File: config.mk
export PLATFORM = sky130hd
export DESIGN_NAME = regfile_param
export DESIGN_NICKNAME = d
export VERILOG_FILES = /design/src/rtl/regfile_param.sv
export SDC_FILE = /design/constraint.sdc
export NUM_CORES = 1
export LEC_CHECK = 0
export BUFFER_PORTS_ARGS = -buffer_cell sky130_fd_sc_hd__buf_2
export CORE_ASPECT_RATIO = 2
export CORE_UTILIZATION = 45
export DETAILED_ROUTE_END_ITERATION = 10
export GPL_TIMING_DRIVEN = 0
export PLACE_DENSITY = 0.73
export SLEW_MARGIN = 20
export SYNTH_ARGS = -nofsm -noshare
export SYNTH_HDL_FRONTEND = slang
export SYNTH_SLANG_ARGS = --single-unit
File: constraint.sdc
create_clock -name clk -period 3.7 [get_ports clk]
set_input_delay 0.37 -clock clk [delete_from_list [all_inputs] [get_ports clk]]
set_output_delay 0.37 -clock clk [all_outputs]
set_load 0.02 [all_outputs]
File: src/rtl/regfile_param.sv
// rtl/regfile_param.sv - parameterised two-read, one-write register file
// Optional zero register, write-first bypass and registered read outputs.
module regfile_param #(
  parameter  int WIDTH    = 16,
  parameter  int DEPTH    = 16,
  parameter  int ZERO_REG = 1,
  parameter  int REG_OUT  = 0,
  parameter  int BYPASS   = 1,
  localparam int AW       = ($clog2(DEPTH) < 1) ? 1 : $clog2(DEPTH)
) (
  input  logic             clk,
  input  logic             rst_n,
  input  logic             we,
  input  logic [AW-1:0]    waddr,
  input  logic [WIDTH-1:0] wdata,
  input  logic             re1,
  input  logic [AW-1:0]    raddr1,
  input  logic             re2,
  input  logic [AW-1:0]    raddr2,
  output logic [WIDTH-1:0] rdata1,
  output logic [WIDTH-1:0] rdata2,
  output logic             rvalid1,
  output logic             rvalid2
);

  logic [WIDTH-1:0] mem_q [DEPTH];
  logic             wr_in_range;
  logic             wr_legal;
  logic [WIDTH-1:0] rd_val1;
  logic [WIDTH-1:0] rd_val2;

  assign wr_in_range = (int'(waddr) < DEPTH);
  // Gating with rst_n keeps the bypass path quiet while storage is held cleared.
  assign wr_legal    = rst_n && we && wr_in_range && !((ZERO_REG != 0) && (waddr == '0));

  always_ff @(posedge clk or negedge rst_n) begin
    if (!rst_n) begin
      for (int i = 0; i < DEPTH; i++) begin
        mem_q[i] <= '0;
      end
    end else begin
      for (int i = 0; i < DEPTH; i++) begin
        if (wr_legal && (waddr == AW'(i))) begin
          mem_q[i] <= wdata;
        end
      end
    end
  end

  // Decode by scanning only real entries, so out-of-range addresses read zero.
  always_comb begin
    rd_val1 = '0;
    rd_val2 = '0;
    for (int i = 0; i < DEPTH; i++) begin
      if (!((ZERO_REG != 0) && (i == 0))) begin
        if (raddr1 == AW'(i)) rd_val1 = mem_q[i];
        if (raddr2 == AW'(i)) rd_val2 = mem_q[i];
      end
    end
    if ((BYPASS != 0) && wr_legal && (waddr == raddr1)) rd_val1 = wdata;
    if ((BYPASS != 0) && wr_legal && (waddr == raddr2)) rd_val2 = wdata;
  end

  if (REG_OUT != 0) begin : g_reg_out
    logic [WIDTH-1:0] rdata1_q;
    logic [WIDTH-1:0] rdata2_q;
    logic             rvalid1_q;
    logic             rvalid2_q;

    always_ff @(posedge clk or negedge rst_n) begin
      if (!rst_n) begin
        rdata1_q  <= '0;
        rdata2_q  <= '0;
        rvalid1_q <= 1'b0;
        rvalid2_q <= 1'b0;
      end else begin
        rvalid1_q <= re1;
        rvalid2_q <= re2;
        if (re1) rdata1_q <= rd_val1;
        if (re2) rdata2_q <= rd_val2;
      end
    end

    assign rdata1  = rdata1_q;
    assign rdata2  = rdata2_q;
    assign rvalid1 = rvalid1_q;
    assign rvalid2 = rvalid2_q;
  end else begin : g_comb_out
    assign rdata1  = rd_val1;
    assign rdata2  = rd_val2;
    assign rvalid1 = re1;
    assign rvalid2 = re2;
  end

endmodule

* Yosys cells after proc, flatten, opt, wreduce, memory -nomap -nowiden
Index checks and enable logic that the tools add are counted.
Storage, ports and cells: output and inout bits 34, input bits 33, word-level logic and storage cells 115, register bits 240
Cells by class: eq/ne operators 47, reductions and logical operators 21, multiplexer cells 32
Operator list (number):
- $mux 16 | 32
- $eq 4x4->1 const B | 24
- $eq 4x3->1 const B | 12
- $eq 4x2->1 const B | 6
- $logic_and 1x1->1 | 19
- $eq 4x1->1 const B | 3
- $eq 4x4->1 | 2
- $logic_not 4->1 | 1
- $logic_not 1->1 | 1

* Longest topological paths before layout
Gate-level depths: netlist of the first run.
word-level depth 17, gate-level depth with buffers 9, mapped depth without buffers 5

* Worst setup path after synthesis of the first run
OpenSTA, ideal clock, no wires.
kind input to output, start in raddr1[0], end out rdata1[13], buffers on the path 5, arrival 1892 ps, required time 3330 ps, path slack 1438 ps, stages 8, path through buf_4 > buf_6 > buf_4 > buf_4 > buf_2 > a211oi_1 > a211oi_1 > o21ai_0
On the way: cells in the longest elaborated chain, start to end 17, elaborated cells between the ends (all ways) 33, classes of those cells eq/ne (16); mux (16); reduce/logical (1)
Ends and longest elaborated chain:
- from (decl) | line 17 | input logic [AW-1:0] raddr1,
- $eq 4x1->1 | line 56 | if (raddr1 == AW'(i)) rd_val1 = mem_q[i];
- $mux 16 (15 in series) | line 56
- $mux 16 * | line 60 | if ((BYPASS != 0) && wr_legal && (waddr == raddr1)) rd_val1 = wdata;
- to (decl) | line 20 | output logic [WIDTH-1:0] rdata1,
Mark *: on every way between the ends. The rest lies on a longest branch, timed or not.

* Worst setup path in the final report of the first run
start in raddr1[3], end out rdata1[2]
The elaborated chain is that of the path after synthesis.

==> summary.md, run 1 <==
| Metric | Value |
|---|---|
| Req. time, crit path | `3330 ps` |
| Worst Hold Class | `input pin to asynchronous set/reset pin` |
| Critical path type | `input pin to output pin` |
| Final Critical Period | `between 3000 and 4000 ps` |
| Final total power | `8400 uW` |
| Layout Cells excl Fill | `1,982` |
| Hold Slack | `-24.7 ps` |
| Reg2reg start | `mem_q[169]` |
| Core Area | `0.0329 mm^2` |
| Synth warn | `0` |
| Sequential area share after synthesis | `39.9%` |
| Layout cell share with drive strength beyond 1 | `33.2%` |
| Vias in the first global route | `15,000` |
| Placed cells | `1,930` |
| Reg-to-reg endpoint | `mem_q[169]` |
| Met2 Usage GRT | `77.7%` |
| Drt wl/cell | `45.2 um` |
| Layout Skew | `0 ps` |
| Buffers on Ports | `56` |
| Final Worst Setup Slack | `-49.7 ps` |
| Post-route ant nets | `0` |
| Crit path max fanout | `10` |
| Yosys top cell by area | `dfrtp_1` |
| Reg2reg setup slack | `approximately 2800 ps` |
| Count leader, synth | `mux2_2` |
| Average size of a mapped cell | `10.5 um^2` |
| Max_cap viols | `0` |
| Violated checks | `negative hold slack, negative setup slack` |
| Max FFs per register | `240` |
| Max-slew violations | `0` |
| Yosys reg bits | `240` |
| Pre-antenna DRT Iters | `8` |
| Slew @ Worst Pin | `1340 ps` |
| Overall die height | `261 um` |
| Met3 Use GR | `a little under a fifth` |
| Post-DP HPWL | `59,300 um` |
| Worst Setup End Kind | `output pin` |
| Chip width | `about 130 um` |
| Initial antenna violation count | `6` |
| Met1 usage | `about 58%` |
| TritonCTS buffer count | `25` |
| Syn Nets | `1,471` |
| Final WL | `a little under 90,000 um` |
| Remaining DRCs | `0` |
| FMAX | `approximately 270 MHz` |
| Pwr Density | `496 mW/mm^2` |
| CTS tree | `built` |
| Number of setup buffers added after CTS | `0` |
| Global route total overflow | `0` |
| Synthesis-to-finish area growth | `12.6%` |
| Die area | `between 0.03 and 0.04 mm^2` |
| Post-synthesis cell type count | `between 80 and 90` |
| Max Buffers Root-to-Sink | `3` |
| Post-synth EDFFs | `0` |
| Maximum vdd drop | `0.000500 V` |
| Post-synthesis async set-or-reset flop share | `100%` |
| Starting Density | `45.7%` |
| Register with the most flip-flops | `mem_q` |
| Leakage | `roughly 0.0074 uW` |
| Synth top area cells | `dfrtp_1 (40%), mux2_2 (19%), mux2i_1 (4.6%), o21ai_0 (3.0%), a21oi_1 (2.8%)` |
| Largest net degree at the start of global routing | `97` |
| Period utilisation layout | `101%` |
| Synth top area share | `approximately 40%` |
| Top cells by count, synth | `mux2_2 (260), dfrtp_1 (240), o21ai_0 (91)` |
| Final setup violation count | `3` |
| Reg clk slew, reported paths | `around 70 ps` |
| R2R cell count | `1` |
| Top flop regs | `mem_q x240` |
| Cells after synthesis | `around 1,400` |
| Clock root buffer | `clkbuf_16` |
| Status | `complete, but fails checks` |
| Clk sinks | `240` |
| Fillers | `slightly above 3,000` |
| Final hold viol count | `4` |
| Slew HR | `10.8%` |
| Critical Path Start Type | `input pin` |
| GP Congestion | `approximately 1.1` |
| First-pass GRT wire length | `between 100,000 and 150,000 um` |
| Gr usage total | `52.8%` |
| Nets | `1,565` |
| Vias per cell | `7.56` |
| Worst path arrival time | `roughly 3400 ps` |
| Boundary Pins | `67` |
| DR vias | `15,000` |
| H-Tree Depth | `1` |
| Clk Latency, worst-skew pair | `560 ps` |
| Row count | `94` |
| Synth Flop Type | `dfrtp_1` |
| Post-Syn Area | `0.0151 mm^2` |
| Starting DRT DRC Count | `2,044` |
| GR peak layer | `met2` |
| RSZ-0062 raised after global routing | `no` |
## metrics by stage
step	worst slack [ps]	TNS (ps)	area, um^2	hold WS [ps]	utilization (%)
6_report	-49.7	-105	17000	-24.7	51.5
5_1_grt	76.2	0	16900	24.1	51.4
4_1_cts	60.1	0	16900	21.1	51.4
3_5_place_dp	-353	-2410	16000	352	48.6
3_3_place_gp	-4470	-1424350	15900	481	48.2
2_1_floorplan	1440	0	15100	74.4	-
## where the power goes
part | switching (uW) | internal (uW) | total (uW)
clock | 1190 | 1420 | 2610
combinational | 1210 | 908 | 2120
sequential | 530 | 3140 | 3670
total | 2930 | 5470 | 8400
## routing by layer
metal  vias up  wire length [um]
met5         -                41
li1       5629                 -
met2      1324             38000
met1      7452             30100
met4         6             10800
met3       569             10700
## worst max-delay path by stage
stage,start,to,slack (ps),cells past startpoint
detailed placement,rst_n,rdata2[5],-350,8
global placement,rst_n,mem_q[143],-4470,5
finish,raddr1[3],rdata1[2],-50,8
CTS,raddr1[2],rdata1[14],60,9
global route,raddr2[3],rdata2[5],80,7
floorplan,raddr1[0],rdata1[13],1440,8
## kinds of logic after synthesis
logic type,Yosys count,synth area share [%]
xor gates and xnor gates,8,0.466
muxes,338,25.3
buffers and inverters,160,6.01
DFF,240,39.9
AOI/OAI and AO/OA,407,18.1
and+or+nand+nor,285,10.2
## repair_timing
item / in CTS / in global routing
hold buffers: 6 / 0
resized for setup: 2 / 0
endpoints found under the setup margin: 13 / 0
endpoints found under the hold margin: 60 / 0
## area by class of cell
type	count	area (um^2)	share of cell area [%]
Multi-Input combinational cell	1038	8190	48.3
Inverter	19	71.3	0.421
Clock buffer	31	678	4.00
Antenna cell	6	15.0	0.0886
Clock inverter	8	96.3	0.568
Timing Repair Buffer	67	517	3.05
Buffer	141	841	4.96
Tap cell	432	541	3.19
Sequential cell	240	6010	35.4
## placed cells by master (no fill, tap or decap), drive strengths merged, types with 5 or more instances in the layout
master,instances
xor2,6
mux2i,69
a22o,9
o2111ai,5
a21oi,85
clkinv,5
a31oi,30
a32oi,10
clkbuf,69
o22ai,20
a221o,9
nor3,10
nand4,7
a221oi,23
a22oi,24
o32ai,8
nand3b,7
nor3b,7
nor2b,22
nor4,6
dfrtp,240
mux4,7
o211ai,5
nand3,19
a32o,7
a211oi,12
o221ai,16
nand2b,20
nand2,80
inv,19
o21ai,95
nor2,74
mux2,262
diode,6
buf,168
and3b,8
## worst max-delay path, stage by stage
cell and delay [ps]:
buf_2 130, buf_2 290, buf_2 410, buf_4 310, clkbuf_1 1010, a221oi_1 380
o21ai_1 260, buf_2 190
Note: power is estimated with default switching activity, not from simulation.
==> inputs of run 2 (changes only) <==
--- a/config.mk
+++ b/config.mk
@@ -12,3 +12,4 @@
 export GPL_TIMING_DRIVEN = 0
-export PLACE_DENSITY = 0.73
+export PLACE_DENSITY = 0.76
+export SETUP_SLACK_MARGIN = 0.05
 export SLEW_MARGIN = 20
==> constraint.sdc (replaced) <==
create_clock -name clk -period 3.12 [get_ports clk]
set_input_delay 0 -clock clk [delete_from_list [all_inputs] [get_ports clk]]
set_output_delay 0 -clock clk [all_outputs]
set_load 0.02 [all_outputs]
==> run 2 against run 1 <==
Effect of this change: the flow now finishes without violations; utilization increased by 1.1 points; global-route usage decreased by 1.6 points; routed wire length decreased by 2.0%; final area increased by 2.2%; non-clock buffer count increased by 22; critical endpoint is now rdata2[5]; flip-flop and latch count unchanged; count of clock-buffer cells in the layout increased by 3; clock skew unchanged; die area unchanged; clock power increased by 34%; sequential power increased by 19%.
==> summary.md, run 2 (same netlist as run 1, synthesis figures left out) <==
| Metric | Value |
|---|---|
| Gr usage total | `51.2% (-1.6 points)` |
| Layout Skew | `0 ps (unchanged)` |
| Post-route ant nets | `0 (unchanged)` |
| Clk Latency, worst-skew pair | `580 ps (+20 ps)` |
| Nets | `1,588 (+1.5%)` |
| Period utilisation layout | `99.0%` |
| Final Worst Setup Slack | `32.4 ps (+82.0 ps)` |
| Worst hold path stage count | `4` |
| Largest net degree at the start of global routing | `75 (-23%)` |
| Reg-to-reg endpoint | `mem_q[190]` |
| First-pass GRT wire length | `119,000 um (-3.0%)` |
| Fin util | `52.6% (+1.1 points)` |
| Vias per cell | `7.42 (-1.9%)` |
| TritonCTS buffer count | `26 (+4.0%)` |
| Final WL | `87,700 um (-2.0%)` |
| Max FFs per register | `240 (unchanged)` |
| GP Congestion | `1.04 (-3.5%)` |
| Reg2reg start | `mem_q[190]` |
| Place WS | `207 ps (+560 ps)` |
| Reg clk slew, reported paths | `70 ps (about the same)` |
| Maximum vdd drop | `0.000787 V (+57%)` |
| Post-DP HPWL | `59,200 um (-0.15%)` |
| Max_cap viols | `0 (unchanged)` |
| CP delay by family, top | `buffers and inverters` |
| Req. time, crit path | `3120 ps (-210 ps)` |
| Remaining DRCs | `0 (unchanged)` |
| Met1 usage | `55.0% (-2.8 points)` |
| Crit path max fanout | `10 (unchanged)` |
| Pwr Density | `598 mW/mm^2 (+21%)` |
| Critical Path Start Type | `input pin` |
| Max-slew violations | `0 (unchanged)` |
| Drt wl/cell | `43.6 um (-3.4%)` |
| Max Buffers Root-to-Sink | `3 (unchanged)` |
| CP peak stage delay | `580 ps (-430 ps)` |
| FMAX | `324 MHz` |
| Synthesis-to-finish area growth | `15.1%` |
| Die area | `0.0342 mm^2 (unchanged)` |
| Min-Delay Endpoint | `mem_q[63]` |
| Most frequent cells in the layout | `mux2_2 (260), dfrtp_1 (240), buf_2 (114)` |
| Chip width | `131 um (unchanged)` |
| CP cell instances | `dlygate4sd3_1 -> buf_6 -> xor2_1 -> nor4_2 -> nand2_1 -> clkbuf_1 -> a31oi_1 -> buf_2` |
| Vias in the first global route | `14,800 (-1.3%)` |
| R2R cell count | `1 (unchanged)` |
| Starting DRT DRC Count | `1,869 (-8.6%)` |
| Crit path buf inv count | `4 (-2)` |
| Met2 Usage GRT | `76.8% (-0.84 points)` |
| Buffers on Ports | `56 (unchanged)` |
| DR vias | `14,900 (-0.49%)` |
| CTS tree | `built` |
| Hold wc startpoint | `we` |
| Overall die height | `261 um (unchanged)` |
| Critical path type | `input pin to output pin` |
| Clock root buffer | `clkbuf_16` |
| GR peak layer | `met2` |
| Slowest cell on the critical path | `a31oi_1` |
| Worst path arrival time | `3090 ps (-290 ps)` |
| Slew @ Worst Pin | `1270 ps (-65.6 ps)` |
| Layout cell share with drive strength beyond 1 | `32.8% (-0.34 points)` |
| Final hold viol count | `0 (-4)` |
| Initial antenna violation count | `5 (-1)` |
| Row count | `94 (unchanged)` |
| Worst Hold Class | `input pin to register` |
| Final Critical Period | `3090 ps` |
| Pre-antenna DRT Iters | `6 (-2)` |
| Commonest non-fill, non-tap cell in the layout | `mux2_2` |
| Global route total overflow | `0 (unchanged)` |
| Worst Setup End Kind | `output pin` |
| Slew HR | `15.2% (+4.4 points)` |
| H-Tree Depth | `1 (unchanged)` |
| Core Area | `0.0329 mm^2 (unchanged)` |
| Leakage | `0.00754 uW (+2.2%)` |
| Starting Density | `45.7% (unchanged)` |
| Register with the most flip-flops | `mem_q` |
| Final setup violation count | `0 (-3)` |
| Status | `complete, no violations` |
| RSZ-0062 raised after global routing | `no` |
| Number of setup buffers added after CTS | `0 (unchanged)` |
| Met3 Use GR | `16.7% (-2.3 points)` |
| Top flop regs | `mem_q x240` |
| Boundary Pins | `67 (unchanged)` |
| Clk sinks | `240 (unchanged)` |
| Reg2reg setup slack | `2230 ps (-560 ps)` |
==> run 2: cell count changes in the layout (fill, tap and decap cells not counted), moves of 3 or more <==
cell / previous run / this run
dlygate4sd3_1: 2 / 23
buf_12: 0 / 4
clkbuf_1: 34 / 38
clkbuf_2: 7 / 3
clkinv_4: 0 / 3
diode_2: 6 / 3
==> run 2: tightest hold or removal path, stage by stage <==
cell and delay (ps):
buf_2 120, nand2_2 140, nor4_4 130, mux2_2 240
==> run 2: per-stage QoR <==
| step | setup TNS, ps | hold slack [ps] | total power, uW | instances | cell area [um^2] |
|---|---|---|---|---|---|
| 6_report | 0 | 82.8 | 10400 | 2010 | 17300 |
| 5_1_grt | 0 | 98.5 | 10600 | 2007 | 17300 |
| 4_1_cts | 0 | 75.3 | 10200 | 2007 | 17300 |
| 3_5_place_dp | 0 | -109 | 6710 | 1930 | 16000 |
| 3_3_place_gp | -1518500 | 218 | 6640 | 1926 | 15900 |
| 2_1_floorplan | 0 | -296 | 5680 | 1438 | 15100 |
==> run 2: what timing repair did <==
action / in CTS / in global routing
hold endpoints to repair: 276 / 0
hold buffers: 29 / 0
resized for setup: 0 / 0
==> run 2: cell type report <==
cell class | instances | area (um^2)
Antenna cell | 3 | 7.51
Buffer | 141 | 836
Clock buffer | 34 | 742
Clock inverter | 14 | 198
Fill cell | 3018 | 15600
Inverter | 19 | 71.3
Multi-Input combinational cell | 1038 | 8180
Sequential cell | 240 | 6010
Tap cell | 432 | 541
Timing Repair Buffer | 89 | 749
==> run 2: worst max-delay path by stage <==
stage | slack, ps | cells past startpoint | end | startpoint
after floorplan | 1600 | 8 | rdata1[13] | raddr1[0]
after global placement | -4680 | 5 | mem_q[143] | rst_n
after detailed placement | 210 | 8 | rdata2[5] | rst_n
after CTS | 260 | 8 | rdata1[5] | waddr[1]
after global routing | 160 | 8 | rdata2[5] | waddr[3]
final | 30 | 8 | rdata2[5] | waddr[3]
==> run 2: where the power goes <==
| group | switching (uW) | leakage (uW) | internal (uW) |
|---|---|---|---|
| logic | 1410 | 0.00402 | 1100 |
| clock network | 1480 | 0.000456 | 2020 |
| registers | 629 | 0.00306 | 3720 |
==> run 2: metal layers <==
layer | vias to the layer above | wire (um)
met2 | 1341 | 37500
met4 | 2 | 11100
met3 | 569 | 10100
li1 | 5667 | -
met1 | 7328 | 29000
met5 | - | 15
==> inputs of run 3 (changes only) <==
==> constraint.sdc (replaced) <==
create_clock -name clk -period 3.12 [get_ports clk]
set_input_delay 0.468 -clock clk [delete_from_list [all_inputs] [get_ports clk]]
set_output_delay 0.468 -clock clk [all_outputs]
set_load 0.02 [all_outputs]
==> run 3 against run 2 <==
Effect of this change: the run now ends with negative setup slack left; flip-flop and latch count unchanged; utilization grew 0.75 points; register-to-register slack better by 20 ps; die area unchanged; setup slack lost 98 ps; clock power barely moved; combinational power increased by 2%; non-clock buffer count down 9; count of clock-buffer cells in the layout unchanged; sequential share of layout area is 0.49 points lower; final area up 1.4%; critical path type unchanged.
==> summary.md, run 3 (same netlist as run 1, synthesis figures left out) <==
| Metric | Value |
|---|---|
| Status | `complete, but fails checks` |
| Violated checks | `negative setup slack` |
| Remaining DRCs | `0 (unchanged)` |
| Commonest non-fill, non-tap cell in the layout | `mux2_2` |
| Max Buffers Root-to-Sink | `3 (unchanged)` |
| NetSw | `3520 uW (+0.25%)` |
| Slew HR | `37.0% (+22 points)` |
| Clk network pwr share | `33.6% (-0.2 points)` |
| Worst path arrival time | `2720 ps (-370 ps)` |
| Combinational share of power | `24.5% (+0.3 points)` |
| Register with the most flip-flops | `mem_q` |
| Post-DP HPWL | `59,200 um (unchanged)` |
| Pwr Density | `592 mW/mm^2 (-1.0%)` |
| Buffers on Ports | `56 (unchanged)` |
| Die area | `0.0342 mm^2 (unchanged)` |
| Area taken by multi-input logic gates | `0.00833 mm^2 (+1.9%)` |
| R2R cell count | `1 (unchanged)` |
| Clock root buffer | `clkbuf_16` |
| Clk sinks | `240 (unchanged)` |
| Layout cell share with drive strength beyond 1 | `36.8% (+4.0 points)` |
| Chip width | `131 um (unchanged)` |
| Max_cap viols | `0 (unchanged)` |
| Period utilisation layout | `102% (+3.1 points)` |
| Largest net degree at the start of global routing | `75 (unchanged)` |
| Overall die height | `261 um (unchanged)` |
| Area post-placement | `0.0160 mm^2 (unchanged)` |
| Maximum vdd drop | `0.000773 V (-1.8%)` |
| Placed cells | `1,930 (unchanged)` |
| Pre-antenna DRT Iters | `9 (+3)` |
| Critical path type | `input pin to output pin` |
| Vias per cell | `7.44 (+0.38%)` |
| Vias in the first global route | `14,800 (+0.34%)` |
| Initial antenna violation count | `4 (-1)` |
| Most frequent cells in the layout | `mux2_2 (260), dfrtp_1 (240), o21ai_0 (90)` |
| Final WL | `87,600 um (-0.15%)` |
| DR vias | `14,900 (-0.12%)` |
| Worst Setup End Kind | `output pin` |
| Leakage | `0.00767 uW (+1.8%)` |
| Post-route ant nets | `0 (unchanged)` |
| Top flop regs | `mem_q x240` |
| Final hold viol count | `0 (unchanged)` |
| TritonCTS buffer count | `26 (unchanged)` |
| Place WS | `-729 ps (-936 ps)` |
| Fillers | `3,013 (-0.17%)` |
| Layout Skew | `0 ps (unchanged)` |
| Final Critical Period | `3190 ps (+98.0 ps)` |
| Global route total overflow | `0 (unchanged)` |
| Req. time, crit path | `2650 ps (-470 ps)` |
| FMAX | `314 MHz (-3.1%)` |
| Critical Path Start Type | `input pin` |
| GP Congestion | `1.04 (unchanged)` |
| Starting DRT DRC Count | `1,922 (+2.8%)` |
| Core Area | `0.0329 mm^2 (unchanged)` |
| Layout Cells excl Fill | `2,000 (-0.50%)` |
| Register Area | `0.00601 mm^2 (unchanged)` |
| RSZ-0062 raised after global routing | `yes` |
| Row count | `94 (unchanged)` |
| Clk Latency, worst-skew pair | `580 ps (about the same)` |
| Post-route cell area | `0.0176 mm^2 (+1.4%)` |
| Worst Hold Class | `input pin to asynchronous set/reset pin` |
| Synthesis-to-finish area growth | `16.7%` |
| H-Tree Depth | `1 (unchanged)` |
| Max-slew violations | `0 (unchanged)` |
| CTS tree | `built` |
| Final Worst Setup Slack | `-65.7 ps (-98.0 ps)` |
| Boundary Pins | `67 (unchanged)` |
| Hold Slack | `26.3 ps (-56.6 ps)` |
| P_int | `6870 uW (+0.45%)` |
| Slew @ Worst Pin | `946 ps (-327 ps)` |
| Crit path max fanout | `10 (unchanged)` |
| Nets | `1,579 (-0.57%)` |
| Drt wl/cell | `43.8 um (+0.35%)` |
| Max FFs per register | `240 (unchanged)` |
| Register share of total power | `41.9% (about the same)` |
| First-pass GRT wire length | `119,000 um (+0.12%)` |
| Starting Density | `45.7% (unchanged)` |
| Sw frac | `33.9% (-0.045 points)` |
| Final setup violation count | `2 (+2)` |
| Reg clk slew, reported paths | `60 ps (about the same)` |
| Total negative slack | `-95.7 ps (-95.7 ps)` |
| Gr usage total | `51.2% (about the same)` |
[run 3: cell types whose count changed in the layout (fill, tap and decap cells not counted), moves of 4 or more]
cell,delta
buf_4,+31
buf_2,-34
clkbuf_1,-20
a31oi_1,-4
dlygate4sd3_1,-18
buf_6,+6
nor2_1,-4
nor2b_1,-6
clkbuf_2,+7
clkbuf_4,+16
[run 3: per-stage QoR]
step / util (%) / total power (uW)
after CTS: 53.0 / 10200
after global routing: 53.3 / 10600
after global placement: 48.2 / 6640
final: 53.4 / 10400
after floorplan: - / 5680
after detailed placement: 48.6 / 6710
[run 3: critical path, cell delays in order]
cell and delay [ps]:
buf_2 260, clkbuf_2 470, clkbuf_4 460, a21oi_1 90, a211oi_1 510, o221ai_1 240, buf_2 200
[run 3: power by group through the flow]
stage               clock, uW  sequential (uW)  combinational [uW]
finish                   3490             4350                2550
global route             3590             4400                2640
CTS                      3490             4310                2430
detailed placement          0             4360                2350
global placement            0             4340                2300
floorplan                   0             4100                1580
[run 3: path summary, 6_finish.rpt]
check | slack, ps | to | from
worst max-delay path | -70 | rdata2[15] | raddr2[3]
worst min-delay path | 30 | mem_q[34] | rst_n
worst max register to register | 2250 | mem_q[190] | mem_q[190]
worst min register to register | 530 | mem_q[218] | mem_q[218]
max in group asynchronous | 1970 | mem_q[197] | rst_n
min in group clk | 150 | mem_q[140] | wdata[12]
[run 3: per-layer routing]
layer	vias to the layer above	global-route usage, %	share of wire [%]
met2	1299	75.7	42
li1	5653	-	-
met4	4	54.3	13
met1	7338	55.1	33
met3	595	18.0	12
met5	-	0	0.026
[run 3: cell type report]
cell class                      instances  share of cell area (%)
Antenna cell                            2                  0.0285
Timing Repair Buffer                   83                    3.77
Multi-Input combinational cell       1038                    47.4
Sequential cell                       240                    34.2
Tap cell                              432                    3.08
Inverter                               19                   0.449
Clock inverter                         14                    1.13
Buffer                                138                    5.72
Clock buffer                           34                    4.22
[run 3: timing repair]
| action | in CTS | in global routing |
|---|---|---|
| resized for setup | 79 | 47 |
| endpoints found under the hold margin | 30 | 0 |
| setup endpoints to repair | 32 | 25 |
| setup buffers | 14 | 0 |
| pin swaps | 3 | 0 |
| gates cloned | 2 | 0 |
| hold buffers | 7 | 0 |
